File: config.mk
export PLATFORM = sky130hd
export DESIGN_NAME = cnn_conv_sequencer
export DESIGN_NICKNAME = d
export VERILOG_FILES = /design/src/rtl/cnn_conv_sequencer.sv
export SDC_FILE = /design/constraint.sdc
export NUM_CORES = 1
export LEC_CHECK = 0
export CAP_MARGIN = 15
export CORE_AREA = 2 2 80 82
export CTS_BUF_LIST = sky130_fd_sc_hd__clkbuf_4 sky130_fd_sc_hd__clkbuf_8
export CTS_CLUSTER_DIAMETER = 80
export DETAILED_ROUTE_END_ITERATION = 10
export DIE_AREA = 0 0 82 84
export GPL_TIMING_DRIVEN = 1
export PLACE_DENSITY = 0.79
export SYNTH_ARGS = -nofsm -noshare
export SYNTH_HDL_FRONTEND = slang
export SYNTH_SLANG_ARGS = --single-unit
File: constraint.sdc
create_clock -name clk -period 2.8 [get_ports clk]
set_clock_uncertainty 0.1 [all_clocks]
set_input_delay 0.42 -clock clk [delete_from_list [all_inputs] [get_ports clk]]
set_output_delay 0.42 -clock clk [all_outputs]
set_load 0.02 [all_outputs]
File: src/rtl/cnn_conv_sequencer.sv
// rtl/cnn_conv_sequencer.sv - weight-load, start/abort and enable sequencing for the CNN convolution core
// Optional: CNN_SEQ_PERF_CNT_EN adds perf_cycles, counting CONV and ABORT cycles of the last run.
module cnn_conv_sequencer #(
   parameter int IMAGE_WIDTH  = 32,
   parameter int IMAGE_HEIGHT = 32,
   parameter int KERNEL_SIZE  = 3,
   parameter int STRIDE       = 1,
   parameter int NUM_FEATURES = 10,
   parameter int ADDR_W       = $clog2(NUM_FEATURES) + 1
) (
   input  logic                                 clk,
   input  logic                                 rst_ctrl,
   input  logic                                 load_valid,
   output logic                                 load_ready,
   input  logic [ADDR_W-1:0]                    load_feature,
   input  logic [2*KERNEL_SIZE*KERNEL_SIZE-1:0] load_weights,
   input  logic                                 clear_weights,
   input  logic                                 start,
   input  logic                                 abort,
   output logic                                 busy,
   output logic                                 done,
   output logic                                 err,
   output logic [NUM_FEATURES-1:0]              loaded_mask,
   output logic [ADDR_W-1:0]                    feature_writeAddr,
   output logic                                 feature_WrEn,
   output logic [2*KERNEL_SIZE*KERNEL_SIZE-1:0] weights_input,
   output logic                                 rst_weights,
   output logic                                 rst_cnn,
   output logic                                 convolution_enable
`ifdef CNN_SEQ_PERF_CNT_EN
   ,
   output logic [31:0]                          perf_cycles
`endif
);

   localparam int OW    = (IMAGE_WIDTH - KERNEL_SIZE) / STRIDE + 1;
   localparam int OH    = (IMAGE_HEIGHT - KERNEL_SIZE) / STRIDE + 1;
   localparam int N     = OW * OH;
   localparam int CNT_W = $clog2(N + 1);

   localparam logic [CNT_W-1:0]        LAST_PIX = CNT_W'(N - 1);
   localparam logic [ADDR_W-1:0]       NF_ADDR  = ADDR_W'(NUM_FEATURES);
   localparam logic [NUM_FEATURES-1:0] ONE_BIT  = NUM_FEATURES'(1);

   typedef enum logic [2:0] {
      IDLE,
      LOAD,
      WCLR,
      CLEAR,
      CONV,
      ABORT,
      DONE
   } state_t;

   state_t           state;
   logic [CNT_W-1:0] counter;

   // Main sequencer: every output is registered and computed for the state being entered.
   always_ff @(posedge clk) begin
      if (!rst_ctrl) begin
         state              <= IDLE;
         counter            <= '0;
         loaded_mask        <= '0;
         done               <= 1'b0;
         err                <= 1'b0;
         busy               <= 1'b0;
         load_ready         <= 1'b1;
         feature_WrEn       <= 1'b1;
         rst_weights        <= 1'b1;
         rst_cnn            <= 1'b0;
         convolution_enable <= 1'b1;
         feature_writeAddr  <= '0;
         weights_input      <= '0;
      end else begin
         done <= 1'b0;
         err  <= 1'b0;
         case (state)
            IDLE: begin
               rst_cnn <= 1'b1;
               if (clear_weights) begin
                  rst_weights <= 1'b0;
                  busy        <= 1'b1;
                  load_ready  <= 1'b0;
                  state       <= WCLR;
               end else if (load_valid && load_ready) begin
                  if (load_feature < NF_ADDR) begin
                     feature_writeAddr <= load_feature;
                     weights_input     <= load_weights;
                     feature_WrEn      <= 1'b0;
                     load_ready        <= 1'b0;
                     state             <= LOAD;
                  end else begin
                     err <= 1'b1;
                  end
               end else if (start) begin
                  if (&loaded_mask) begin
                     rst_cnn    <= 1'b0;
                     counter    <= '0;
                     busy       <= 1'b1;
                     load_ready <= 1'b0;
                     state      <= CLEAR;
                  end else begin
                     err <= 1'b1;
                  end
               end
            end
            LOAD: begin
               feature_WrEn <= 1'b1;
               loaded_mask  <= loaded_mask | (ONE_BIT << feature_writeAddr);
               load_ready   <= 1'b1;
               state        <= IDLE;
            end
            WCLR: begin
               rst_weights <= 1'b1;
               loaded_mask <= '0;
               busy        <= 1'b0;
               load_ready  <= 1'b1;
               state       <= IDLE;
            end
            CLEAR: begin
               rst_cnn            <= 1'b1;
               convolution_enable <= 1'b0;
               counter            <= '0;
               state              <= CONV;
            end
            CONV: begin
               if (abort) begin
                  convolution_enable <= 1'b1;
                  rst_cnn            <= 1'b0;
                  state              <= ABORT;
               end else if (counter == LAST_PIX) begin
                  convolution_enable <= 1'b1;
                  done               <= 1'b1;
                  state              <= DONE;
               end else begin
                  counter <= counter + 1'b1;
               end
            end
            ABORT: begin
               rst_cnn    <= 1'b1;
               busy       <= 1'b0;
               load_ready <= 1'b1;
               state      <= IDLE;
            end
            DONE: begin
               busy       <= 1'b0;
               load_ready <= 1'b1;
               state      <= IDLE;
            end
            default: begin
               state <= IDLE;
            end
         endcase
      end
   end

`ifdef CNN_SEQ_PERF_CNT_EN
   // Run-length counter: zeroed on CLEAR, saturating count of CONV and ABORT cycles, held otherwise.
   always_ff @(posedge clk) begin
      if (!rst_ctrl) begin
         perf_cycles <= '0;
      end else if (state == CLEAR) begin
         perf_cycles <= '0;
      end else if ((state == CONV || state == ABORT) && perf_cycles != 32'hFFFF_FFFF) begin
         perf_cycles <= perf_cycles + 32'd1;
      end
   end
`endif

endmodule
=== Word level (Yosys, flattened, before mapping) ===
Index checks and enable logic that the tools add are counted.

* Register bits: 54
* Output and inout port bits: 41
* Input bits: 29
* Word-level logic and storage cells: 115

* Order comparisons: 1
* Muxes and demuxes: 45
* Bitwise operators: 5
* Add/subtract/negate cells: 1
* Eq/ne operators: 24
* Reduce and logical (&&, ||, !) cells: 25
* Shift-type cells: 1

{| class="wikitable"
|+ Operators by type and width
! kind !! number
|-
| $mux 10 || 6
|-
| $pmux 10 s3 || 1
|-
| $mux 1 || 23
|-
| $mux 3 || 7
|-
| $ne 2x2->1 const B || 10
|-
| $pmux 10 s2 || 1
|-
| $reduce_and 4->1 || 5
|-
| $ne 3x3->1 const B || 4
|-
| $ne 4x4->1 const B || 3
|-
| $reduce_bool 2->1 || 6
|-
| $add 10x1->10 const B || 1
|-
| $eq 10x10->1 const B || 1
|-
| $or 10x10->10 || 1
|-
| $pmux 1 s2 || 5
|-
| $reduce_and 10->1 || 1
|-
| $shl 1x5->10 const A || 1
|-
| $eq 3x3->1 const B || 3
|-
| $pmux 3 s3 || 1
|-
| $reduce_or 3->1 || 3
|-
| $reduce_and 7->1 || 1
|-
| $eq 3x2->1 const B || 2
|-
| $reduce_and 2->1 || 3
|-
| $reduce_bool 3->1 || 2
|-
| $lt 5x4->1 const B || 1
|-
| 7 further kinds || 10
|}

=== Depth between registers and ports, before layout ===
Gate-level depths: netlist (run 1).

* Depth in word-level cells: 6
* Mapped depth: 6
* Depth with buffers taken out: 5

=== Worst setup path after synthesis (run 1) ===
Ideal clock, no wire load.

* Path kind: register to register
* From: register state[0]
* To: register feature_WrEn
* Setup slack: 817 ps
* Setup time: 134 ps
* Data required time: 2566 ps
* Cell stages (with the launch flop): 7
* Path buffers: 2
* Period minus slack after synthesis: 1983 ps
* Arrival time: 1749 ps
* Cells stage by stage: dfxtp_1 -> or4_4 -> or4_1 -> buf_2 -> buf_6 -> nand2_1 -> nand3_1

* Longest elaborated chain between the ends: 3
* Elaborated cells on any way between the ends: 8
* Classes of those cells: eq/ne (4); mux (1); reduce/logical (3)

{| class="wikitable"
|+ RTL lines
! what !! RTL line !! text
|-
| start: declaration || 55 || <nowiki>state_t state;</nowiki>
|-
| start signal: assignment || 61 || <nowiki>state <= IDLE;</nowiki>
|-
| start signal: assignment || 84 || <nowiki>state <= WCLR;</nowiki>
|-
| start signal: assignment || 91 || <nowiki>state <= LOAD;</nowiki>
|-
| $eq 3x1->1 / $logic_not 3->1 (equally long branches) || 77 || <nowiki>case (state)</nowiki>
|-
| $reduce_bool 2->1 (no source line) / $ne 2x2->1 (equally long branches) || -- ||
|-
| $reduce_and 4->1 (no source line) || -- ||
|-
| end signal: assignment || 68 || <nowiki>feature_WrEn <= 1'b1;</nowiki>
|-
| end signal: assignment || 89 || <nowiki>feature_WrEn <= 1'b0;</nowiki>
|-
| end signal: assignment || 108 || <nowiki>feature_WrEn <= 1'b1;</nowiki>
|-
| end: declaration || 25 || <nowiki>output logic feature_WrEn,</nowiki>
|}

Parallel ways exist; a longest one is shown, timed or not.
A chain may end at the register's enable or synchronous reset.

=== Worst setup path in the final report (run 1) ===
* From: register state[0]
* To: register feature_writeAddr[4]

* Longest elaborated chain between the ends: 2

{| class="wikitable"
|+ RTL lines
! what !! RTL line !! text
|-
| $logic_not 3->1 || 77 ||
|-
| $reduce_and 4->1 (no source line) || -- ||
|-
| end signal: assignment || 87 || <nowiki>feature_writeAddr <= load_feature;</nowiki>
|-
| end: declaration || 24 || <nowiki>output logic [ADDR_W-1:0] feature_writeAddr,</nowiki>
|}

Every way passes these cells.

==> results by group, run 1 <==
STA
  – Final Hold Fails: 0
  – Tcrit/Tclk final: 80.0%
  – Slew margin rel.: 64.8%
  – Sum of negative setup slack: 0 ns
  – # setup viols final: 0
  – Final slew viol count: 0
  – Hold_ws: 0.356 ns
  – Tmin final: 2.24 ns
  – Max Freq: 0.446 GHz
  – Unrepaired setup endpoints after global routing: false
  – Least-Margin Pin Slew: 0.527 ns

Floorplanning
  – Die X-Extent: 82 um
  – Initial Utilization: 38.2%
  – Die footprint: 6890 um2
  – IO Count: 70
  – CORE AREA: 6100 um2
  – # rows: 29
  – Die height: 84 um

GRT
  – First-pass GRT wire length: 10,100 um
  – GRT overflow: 0
  – Aggregate global-route resource usage: 18.4%
  – Initial antenna violation count: 0
  – Largest net degree at the start of global routing: 30
  – Number of global-route vias before repair: 2,163

Final layout
  – Area growth from synthesis to layout: 38.3%
  – Fin cells: 427
  – Commonest non-fill, non-tap cells in the layout: clkdlybuf4s50_1, nand2_1, dfxtp_1, a21oi_1, nor2_1
  – Commonest non-fill, non-tap cell in the layout: clkdlybuf4s50_1
  – Diode count: 0
  – Fraction of layout cells with a size suffix above 1: 5.14%
  – Nets@finish: 379

Drt
  – DR pass1 iterations: 4
  – Detailed-route DRC error count: 0
  – Final ANT Viol Nets: 0
  – Final wirelength: 5940 um
  – Vias per cell: 5.40
  – First DRT Iteration DRCs: 145
  – Routed wire length per instance: 13.9 um
  – Vias: 2,304

Pwr
  – PwrDens: 495 nW/um2
  – Flop pwr share: 51.8%
  – Comb power frac: 14.9%
  – Cell-internal power: 1190 uW
  – Net Switching: 407 uW
  – Peak VDD IR: 0.000275 V
  – Sw frac: 25.6%
  – Pleak: 0.00110 uW
  – Clock share of power: 33.3%

Clock network
  – Clk_lat worst skew: 0.31 ns
  – Root buf cell: clkbuf_8
  – CTS tree: done
  – Clock buffer depth: 2
  – CTS sink cnt: 54
  – Postcts setup bufs: 0
  – Cts bufs inserted: 5
  – Post_cts resized: 0
  – Hold buffer count at CTS: 0
  – H-tree depth: 2
  – Clock transition at the registers of the reported paths: 0.10 ns

Place
  – Number of buffers added on ports: 69
  – Hpwl dp: 4140 um
  – Routability-driven placement congestion ratio: 0.774
  – Placed cells: 419

Yosys
  – Synth Register Bits: 54
  – XOR/XNOR Fraction of Synth Area: 0%
  – Synth Area in Compound Gates: 20.4%
  – Yosys cell types: 49
  – Mapped Area: 2330 um2
  – Post-synthesis mux area share: 0.430%
  – Cell type with the largest total area after synthesis: dfxtp_1
  – Syn avg cell area: 8.28 um2
  – Synth Warn #: 0
  – Synth Area in Adders: 0.538%
  – Post-Syn Instances: 281
  – Number of enable flip-flop cells after synthesis: 0
  – Seq/Total Area, Yosys: 46.5%
  – Share of the synthesized area in the top cell type: 46.5%
  – Synth Area in Simple Gates: 27.6%
  – Net count after synthesis: 311
  – Synth Flop Type: dfxtp_1
  – Dominant cells by area after synthesis: dfxtp_1, nand2_1, a21oi_1
  – Synth async-reset ratio: 0%
  – Largest family of logic cells by synthesized area: simple AND/OR/NAND/NOR gates

Run status
  – Outcome: finished, final reports clean

Critical path
  – WS Path Type: flip-flop to flip-flop
  – CP cell instances: or4_4 -> or4_1 -> buf_4 -> and3_1
  – Critical path's slowest cell: or4_4
  – Worst-path fanout max: 24
  – Startpoint types: flip-flop
  – Crit path DAT: 2.35 ns
  – Crit. End Element: flip-flop
  – CP max stage delay: 0.61 ns
  – Worst Path Required: 2.91 ns

Worst hold path
  – Hold Path Class: flip-flop to flip-flop

Flow run
  – Maxcap violations: 0
## area by class of cell
type / count / area, um2
clock inverters: 2 / 37.5
multi-input cells: 204 / 1150
well taps: 77 / 96.3
inverters: 7 / 26.3
fillers: 578 / 2880
flip-flops and latches: 54 / 1080
repair buffers: 77 / 751
clock buffers: 6 / 76.3
## state kept, by name, indices dropped and copies added (netlist names)
name	count
weights_input	18
counter	10
loaded_mask	10
feature_writeAddr	5
state	3
busy	1
convolution_enable	1
done	1
err	1
feature_WrEn	1
load_ready	1
rst_cnn	1
rst_weights	1
## worst paths after layout
path | endpoint | startpoint | slack (ns) | depth (start not counted)
hold reg to reg | weights_input[2] | weights_input[2] | 0.36 | 2
setup / recovery | feature_writeAddr[4] | state[0] | 0.56 | 4
hold / removal | weights_input[2] | weights_input[2] | 0.36 | 2
setup reg to reg | feature_writeAddr[4] | state[0] | 0.56 | 4
## metrics by stage
step / power, uW / utilization, % / cell area (um2) / setup slack, ns
after floorplan: 960 / - / 2330 / 0.817
after global placement: 1070 / 50.9 / 3100 / 0.351
after detailed placement: 1080 / 50.9 / 3100 / 0.322
after CTS: 1600 / 52.8 / 3220 / 0.588
after global routing: 1660 / 52.8 / 3220 / 0.480
final: 1590 / 52.8 / 3220 / 0.560
## cell usage after synthesis (3+ instances only)
cell	number
a21oi_1	31
a22oi_1	4
a31oi_1	6
a41oi_1	3
and3_1	3
and4_1	4
buf_2	3
clkbuf_1	11
dfxtp_1	54
inv_1	6
nand2_1	60
nand2b_1	4
nand3_1	7
nand4_1	3
nor2_1	17
nor3_1	6
nor3b_1	3
o211ai_1	3
o21a_1	3
o21ai_0	10
## power groups by stage
| stage | Clock, uW | Sequential (uW) | Combinational (uW) |
|---|---|---|---|
| final | 531 | 825 | 237 |
| after floorplan | 0 | 856 | 104 |
| after detailed placement | 0 | 842 | 235 |
| after global routing | 570 | 831 | 259 |
| after global placement | 0 | 841 | 233 |
| after CTS | 541 | 824 | 238 |
## routing by layer
metal | vias to the layer above | track usage, % | routed length, um
met4 | 0 | 5.91 | 80
li1 | 1148 | - | -
met5 | - | 0 | 0
met3 | 7 | 3.46 | 266
met2 | 57 | 28.9 | 2760
met1 | 1092 | 25.2 | 2830
## cells by family (layout without fill, tap and decap cells)
family / count (synthesis) / after routing
fa+ha+maj: 1 / 1
mux: 1 / 1
compound gates: 75 / 75
flops: 54 / 54
buf+inv: 23 / 92
simple gates: 127 / 127
## critical path, delay by kind of cell, from the launching register on
family        cells  cell delay, ns
flops             1            0.49
buf+inv           1            0.23
simple gates      3            1.32
Power figures use the tool's default switching activity.
==> inputs of run 2 (changes only) <==
--- a/config.mk
+++ b/config.mk
@@ -12,7 +12,7 @@
 export DETAILED_ROUTE_END_ITERATION = 10
 export DIE_AREA = 0 0 82 84
 export GPL_TIMING_DRIVEN = 1
-export PLACE_DENSITY = 0.79
+export PLACE_DENSITY = 0.82
 export SYNTH_ARGS = -nofsm -noshare
 export SYNTH_HDL_FRONTEND = slang
 export SYNTH_SLANG_ARGS = --single-unit
==> constraint.sdc (replaced) <==
create_clock -name clk -period 1.9 [get_ports clk]
set_clock_uncertainty 0.1 [all_clocks]
set_input_delay 0.285 -clock clk [delete_from_list [all_inputs] [get_ports clk]]
set_output_delay 0.285 -clock clk [all_outputs]
set_load 0.02 [all_outputs]
==> run 2 against run 1 <==
Effect of this change: sequential power increased by 45%; routed wire length increased by 5.4%; register-to-register slack got worse by 0.51 ns; via count increased by 5.0%; highest routed layer unchanged; final cell count increased by 3.7%; flip-flop and latch count unchanged; setup slack got worse by 0.54 ns; non-clock buffer count increased by 15; combinational power increased by 76%; first-iteration DRC count decreased by 19%.
==> results by group, run 2 (synthesis results as in run 1) <==
Run status
  – Outcome: finished, final reports clean

STA
  – Hold_ws: 0.354 ns (-0.00168 ns)
  – # setup viols final: 0 (unchanged)
  – Slew margin rel.: 71.1% (+6.3 points)
  – Max Freq: 0.532 GHz
  – Unrepaired setup endpoints after global routing: false
  – Least-Margin Pin Slew: 0.430 ns (-0.0966 ns)
  – Final slew viol count: 0 (unchanged)
  – Tcrit/Tclk final: 99.0%
  – Final Hold Fails: 0 (unchanged)
  – Sum of negative setup slack: 0 ns (unchanged)
  – Tmin final: 1.88 ns

Final layout
  – Diode count: 0 (unchanged)
  – Fraction of layout cells with a size suffix above 1: 10.9% (+5.8 points)
  – Final core occ: 55.0% (+2.3 points)
  – Commonest non-fill, non-tap cell in the layout: clkdlybuf4s50_1
  – Commonest non-fill, non-tap cells in the layout: clkdlybuf4s50_1, nand2_1, dfxtp_1, a21oi_1, buf_4
  – Layout filler cell count: 539 (-6.7%)
  – Fin cells: 443 (+3.7%)
  – Top flop regs: weights_input: 18 flops, counter: 10 flops, loaded_mask: 10 flops
  – Area growth from synthesis to layout: 44.3%
  – Nets@finish: 395 (+4.2%)
  – Reg with most FFs: weights_input
  – Largest register FFs: 18 (unchanged)

Drt
  – Routed wire length per instance: 14.1 um (+1.6%)
  – Detailed-route DRC error count: 0 (unchanged)
  – Final wirelength: 6260 um (+5.4%)
  – Vias per cell: 5.46 (+1.2%)
  – DR pass1 iterations: 5 (+1)
  – Final ANT Viol Nets: 0 (unchanged)
  – First DRT Iteration DRCs: 118 (-19%)
  – Vias: 2,419 (+5.0%)

Place
  – Hpwl dp: 4280 um (+3.5%)
  – Routability-driven placement congestion ratio: 0.834 (+7.7%)
  – Number of buffers added on ports: 69 (unchanged)
  – Placed cells: 434 (+3.6%)

Pwr
  – Post-layout total power: 2300 uW (+45%)
  – PwrDens: 687 nW/um2 (+39%)
  – Pleak: 0.00118 uW (+7.0%)
  – Peak VDD IR: 0.000363 V (+32%)

Flow run
  – Maxcap violations: 0 (unchanged)

Critical path
  – Crit. End Element: flip-flop
  – Worst-path fanout max: 12 (-50%)
  – CP cell instances: clkdlybuf4s50_1 -> or4_4 -> or4_4 -> and3_4
  – CP max stage delay: 0.54 ns (-0.07 ns)
  – Startpoint types: input port
  – WS Path Type: input port to flip-flop
  – Worst Path Required: 2.02 ns (-0.89 ns)
  – Most frequent CP cell: or4_4
  – Crit path DAT: 2.00 ns (-0.35 ns)
  – CP bufs+invs: 1 (unchanged)
  – Critical path's slowest cell: or4_4
  – CP delay by family, top: simple AND/OR/NAND/NOR gates

Floorplanning
  – Die height: 84 um (unchanged)
  – Die footprint: 6890 um2 (unchanged)
  – # rows: 29 (unchanged)
  – Die X-Extent: 82 um (unchanged)
  – IO Count: 70 (unchanged)
  – Initial Utilization: 38.2% (unchanged)
  – CORE AREA: 6100 um2 (unchanged)

GRT
  – First-pass GRT wire length: 9930 um (-2.0%)
  – Number of global-route vias before repair: 2,182 (+0.88%)
  – Aggregate global-route resource usage: 18.1% (-0.32 points)
  – Initial antenna violation count: 0 (unchanged)
  – GRT overflow: 0 (unchanged)
  – Largest net degree at the start of global routing: 28 (-6.7%)

Worst hold path
  – Hold Path Class: flip-flop to flip-flop

Clock network
  – Root buf cell: clkbuf_8
  – H-tree depth: 2 (unchanged)
  – Clock transition at the registers of the reported paths: 0.10 ns (about the same)
  – Hold buffer count at CTS: 0 (unchanged)
  – Clock buffer depth: 2 (unchanged)
  – Cts bufs inserted: 5 (unchanged)
  – CTS tree: done
  – Clk_lat worst skew: 0.31 ns (about the same)
  – CTS sink cnt: 54 (unchanged)
==> run 2: layout make-up <==
cell class | count | area, um2 | share of cell area, %
multi-input combinational | 205 | 1170 | 35.0
clock inverter | 2 | 16.3 | 0.485
timing repair buffer | 92 | 876 | 26.1
sequential | 54 | 1080 | 32.3
tap | 77 | 96.3 | 2.87
clock buffer | 6 | 82.6 | 2.46
inverter | 7 | 26.3 | 0.783
==> run 2: worst reg2reg max path: cells and delay by family, from the launching register on <==
kind	cells	cell delay [ns]
flip-flops	1	0.32
AND/OR/NAND/NOR	3	1.34
==> run 2: path summary, 6_finish.rpt <==
kind,from,endpoint,slack (ns),depth (start not counted)
worst max register to register,state[2],feature_writeAddr[4],0.05,3
worst min register to register,weights_input[11],weights_input[11],0.35,2
worst max-delay path,clear_weights,feature_writeAddr[4],0.02,4
worst min-delay path,weights_input[11],weights_input[11],0.35,2
==> run 2: timing repair <==
| item | CTS | global route |
|---|---|---|
| resized for setup | 1 | 5 |
| endpoints found under the hold margin | 0 | 0 |
| gates cloned | 1 | 0 |
| endpoints found under the setup margin | 24 | 5 |
| setup buffers | 0 | 0 |
| pin swaps | 2 | 1 |
==> run 2: through the flow <==
step	setup slack [ns]	instance area, um2
6_report	0.0195	3360
5_1_grt	0.00296	3360
4_1_cts	0.0122	3340
3_5_place_dp	-0.515	3230
3_3_place_gp	-0.498	3230
2_1_floorplan	-0.0538	2340
==> run 2: metal layers <==
| layer | vias to the layer above | part of all wire, % | wire length, um | GRT usage [%] |
|---|---|---|---|---|
| li1 | 1182 | - | - | - |
| met1 | 1145 | 45 | 2820 | 23.3 |
| met2 | 82 | 48 | 2980 | 29.2 |
| met3 | 10 | 5.8 | 362 | 4.11 |
| met4 | 0 | 1.6 | 97 | 6.36 |
| met5 | - | 0 | 0 | 0 |
==> run 2: report_power, final <==
part	total, uW	switching, uW	internal, uW
logic	418	214	205
clock network	688	388	301
registers	1200	28.3	1170
==> edit, RTL diff (flow settings as in run 1) <==
`IMAGE_HEIGHT`: 32 -> 16.
--- a/src/rtl/cnn_conv_sequencer.sv
+++ b/src/rtl/cnn_conv_sequencer.sv
@@ -4,3 +4,3 @@
    parameter int IMAGE_WIDTH  = 32,
-   parameter int IMAGE_HEIGHT = 32,
+   parameter int IMAGE_HEIGHT = 16,
    parameter int KERNEL_SIZE  = 3,
Formal check against the unedited RTL: same outputs for any inputs over 10 cycles, from zero or initial values and one cycle with rst_ctrl low; that may be too few to reach the edited logic, so the function may still have changed.
==> edit against run 1 <==
Sequential cell count fell by 1; count of clock-buffer cells in the layout decreased by 1; design area down 1.7%; area after synthesis up 1.3%; power decreased by 15%; routed wire length fell by 7.2%; worst setup slack lost 0.018 ns; largest cell class unchanged.
==> edit: results (changes against run 1) <==
Vias 2223 (-3.5%); H-tree Lvls 2 (unchanged); sequential fraction of the synthesis area 45.0% (-1.4 points); WP data arrival 2.34 ns; Clock Tree Buf Depth 2 (unchanged); post-synthesis net count 311 (unchanged); clk root buf clkbuf_8; first-pass GRT wire length 9080 um (-10%); largest net degree at the start of global routing 56 (+87%); xor/xnor share of the synthesized area 0% (unchanged); final net count 376 (-0.79%); Clock transition at path regs about 0.090 ns; routed wire length 5510 um (-7.2%); layout cells sized above 1 4.93% (-0.22 points); post-synth cell types 42 (-14%); initial antenna violation count 0 (unchanged); Compound-Gate Fraction of Synth Area 20.4% (-0.048 points); post-detail-place hpwl 4050 um (-2.2%); Top FF cell, synth dfxtp_1; top cells by count, synth 61 x nand2_1, 53 x dfxtp_1, 24 x a21boi_0; FFs w/ async S/R, synth 0% (unchanged); Peak VDD IR 0.167 mV (-39%); run status complete, no violations; 1st-iter DRT viols 168 (+16%); crit end category flop; Port Buffers 69 (unchanged); post-CTS setup buffer count 0 (unchanged); Ys Warns 0 (unchanged); Adder-Cell Fraction of Synth Area 0.531% (-0.0069 points); DR pass1 iterations 4 (unchanged); CTS Buf Count 5 (unchanged); GRT Resource Usage Total 16.3% (-2.1 points); post_cts resized 0 (unchanged); RePlAce Congestion 0.852 (+10%); Top Registers weights_input x18, loaded_mask x10, counter x9; diode count 0 (unchanged); post-synthesis mux area share 0.425% (-0.0055 points); Leakage 1.09 nW (-1.0%); Worst-Skew Late Latency about 0.30 ns; crit-path max FO 16 (-33%); synth top area cells dfxtp_1 45%, nand2_1 9.7%, a21boi_0 7.6%; Tightest Pin Transition 0.582 ns (+0.0555 ns); number of global-route vias before repair 2087 (-3.5%); Hold Path Class flop to flop
==> edit: logic make-up after synthesis <==
group	after synthesis
AO/OA/AOI/OAI	70
adder cells (fa/ha/maj)	1
buffers and inverters	20
flip-flops	53
multiplexers	1
AND/OR/NAND/NOR	136
==> edit: path summary, 6_finish.rpt <==
path | start | endpoint | slack [ns] | depth (start not counted)
worst max register to register | state[2] | weights_input[16] | 0.77 | 5
worst min-delay path | weights_input[14] | weights_input[14] | 0.37 | 2
worst min register to register | weights_input[14] | weights_input[14] | 0.37 | 2
worst max-delay path | load_feature[2] | weights_input[16] | 0.54 | 7
==> edit: final cells by class <==
class / count / area [sq um]
sequential: 53 / 1060
multi-input combinational: 208 / 1180
clock buffer: 5 / 68.8
inverter: 3 / 11.3
fill: 559 / 2930
timing repair buffer: 75 / 736
clock inverter: 1 / 5.00
tap: 77 / 96.3
==> edit: power breakdown <==
part / switching (W) / internal [W]
sequential: 0.0000138 / 0.000771
clock: 0.000228 / 0.000165
combinational: 0.0000857 / 0.0000929
total: 0.000327 / 0.00103
==> edit: worst max-delay path: stages <==
cell             delay [ns]
clkdlybuf4s50_1        0.41
o21ai_0                0.22
or3b_1                 0.42
or3_1                  0.46
buf_4                  0.25
nand2_1                0.08
a21boi_0               0.08
==> edit: stage by stage <==
stage               power, W  setup WS (ns)  instance area, sq um  instances
finish               0.00136          0.542                  3160        422
global route         0.00141          0.415                  3160        422
CTS                  0.00137          0.528                  3160        422
detailed placement  0.000981          0.217                  3090        416
global placement    0.000980          0.285                  3090        416
floorplan           0.000897          0.875                  2360        281
==> edit: per-layer routing <==
layer	wire (um)	track usage [%]	share of wire, %	vias up
met2	2750	28.4	50	61
met5	0	0	0	-
met3	251	3.35	4.6	11
met4	115	5.15	2.1	0
li1	-	-	-	1110
met1	2400	19.6	44	1041
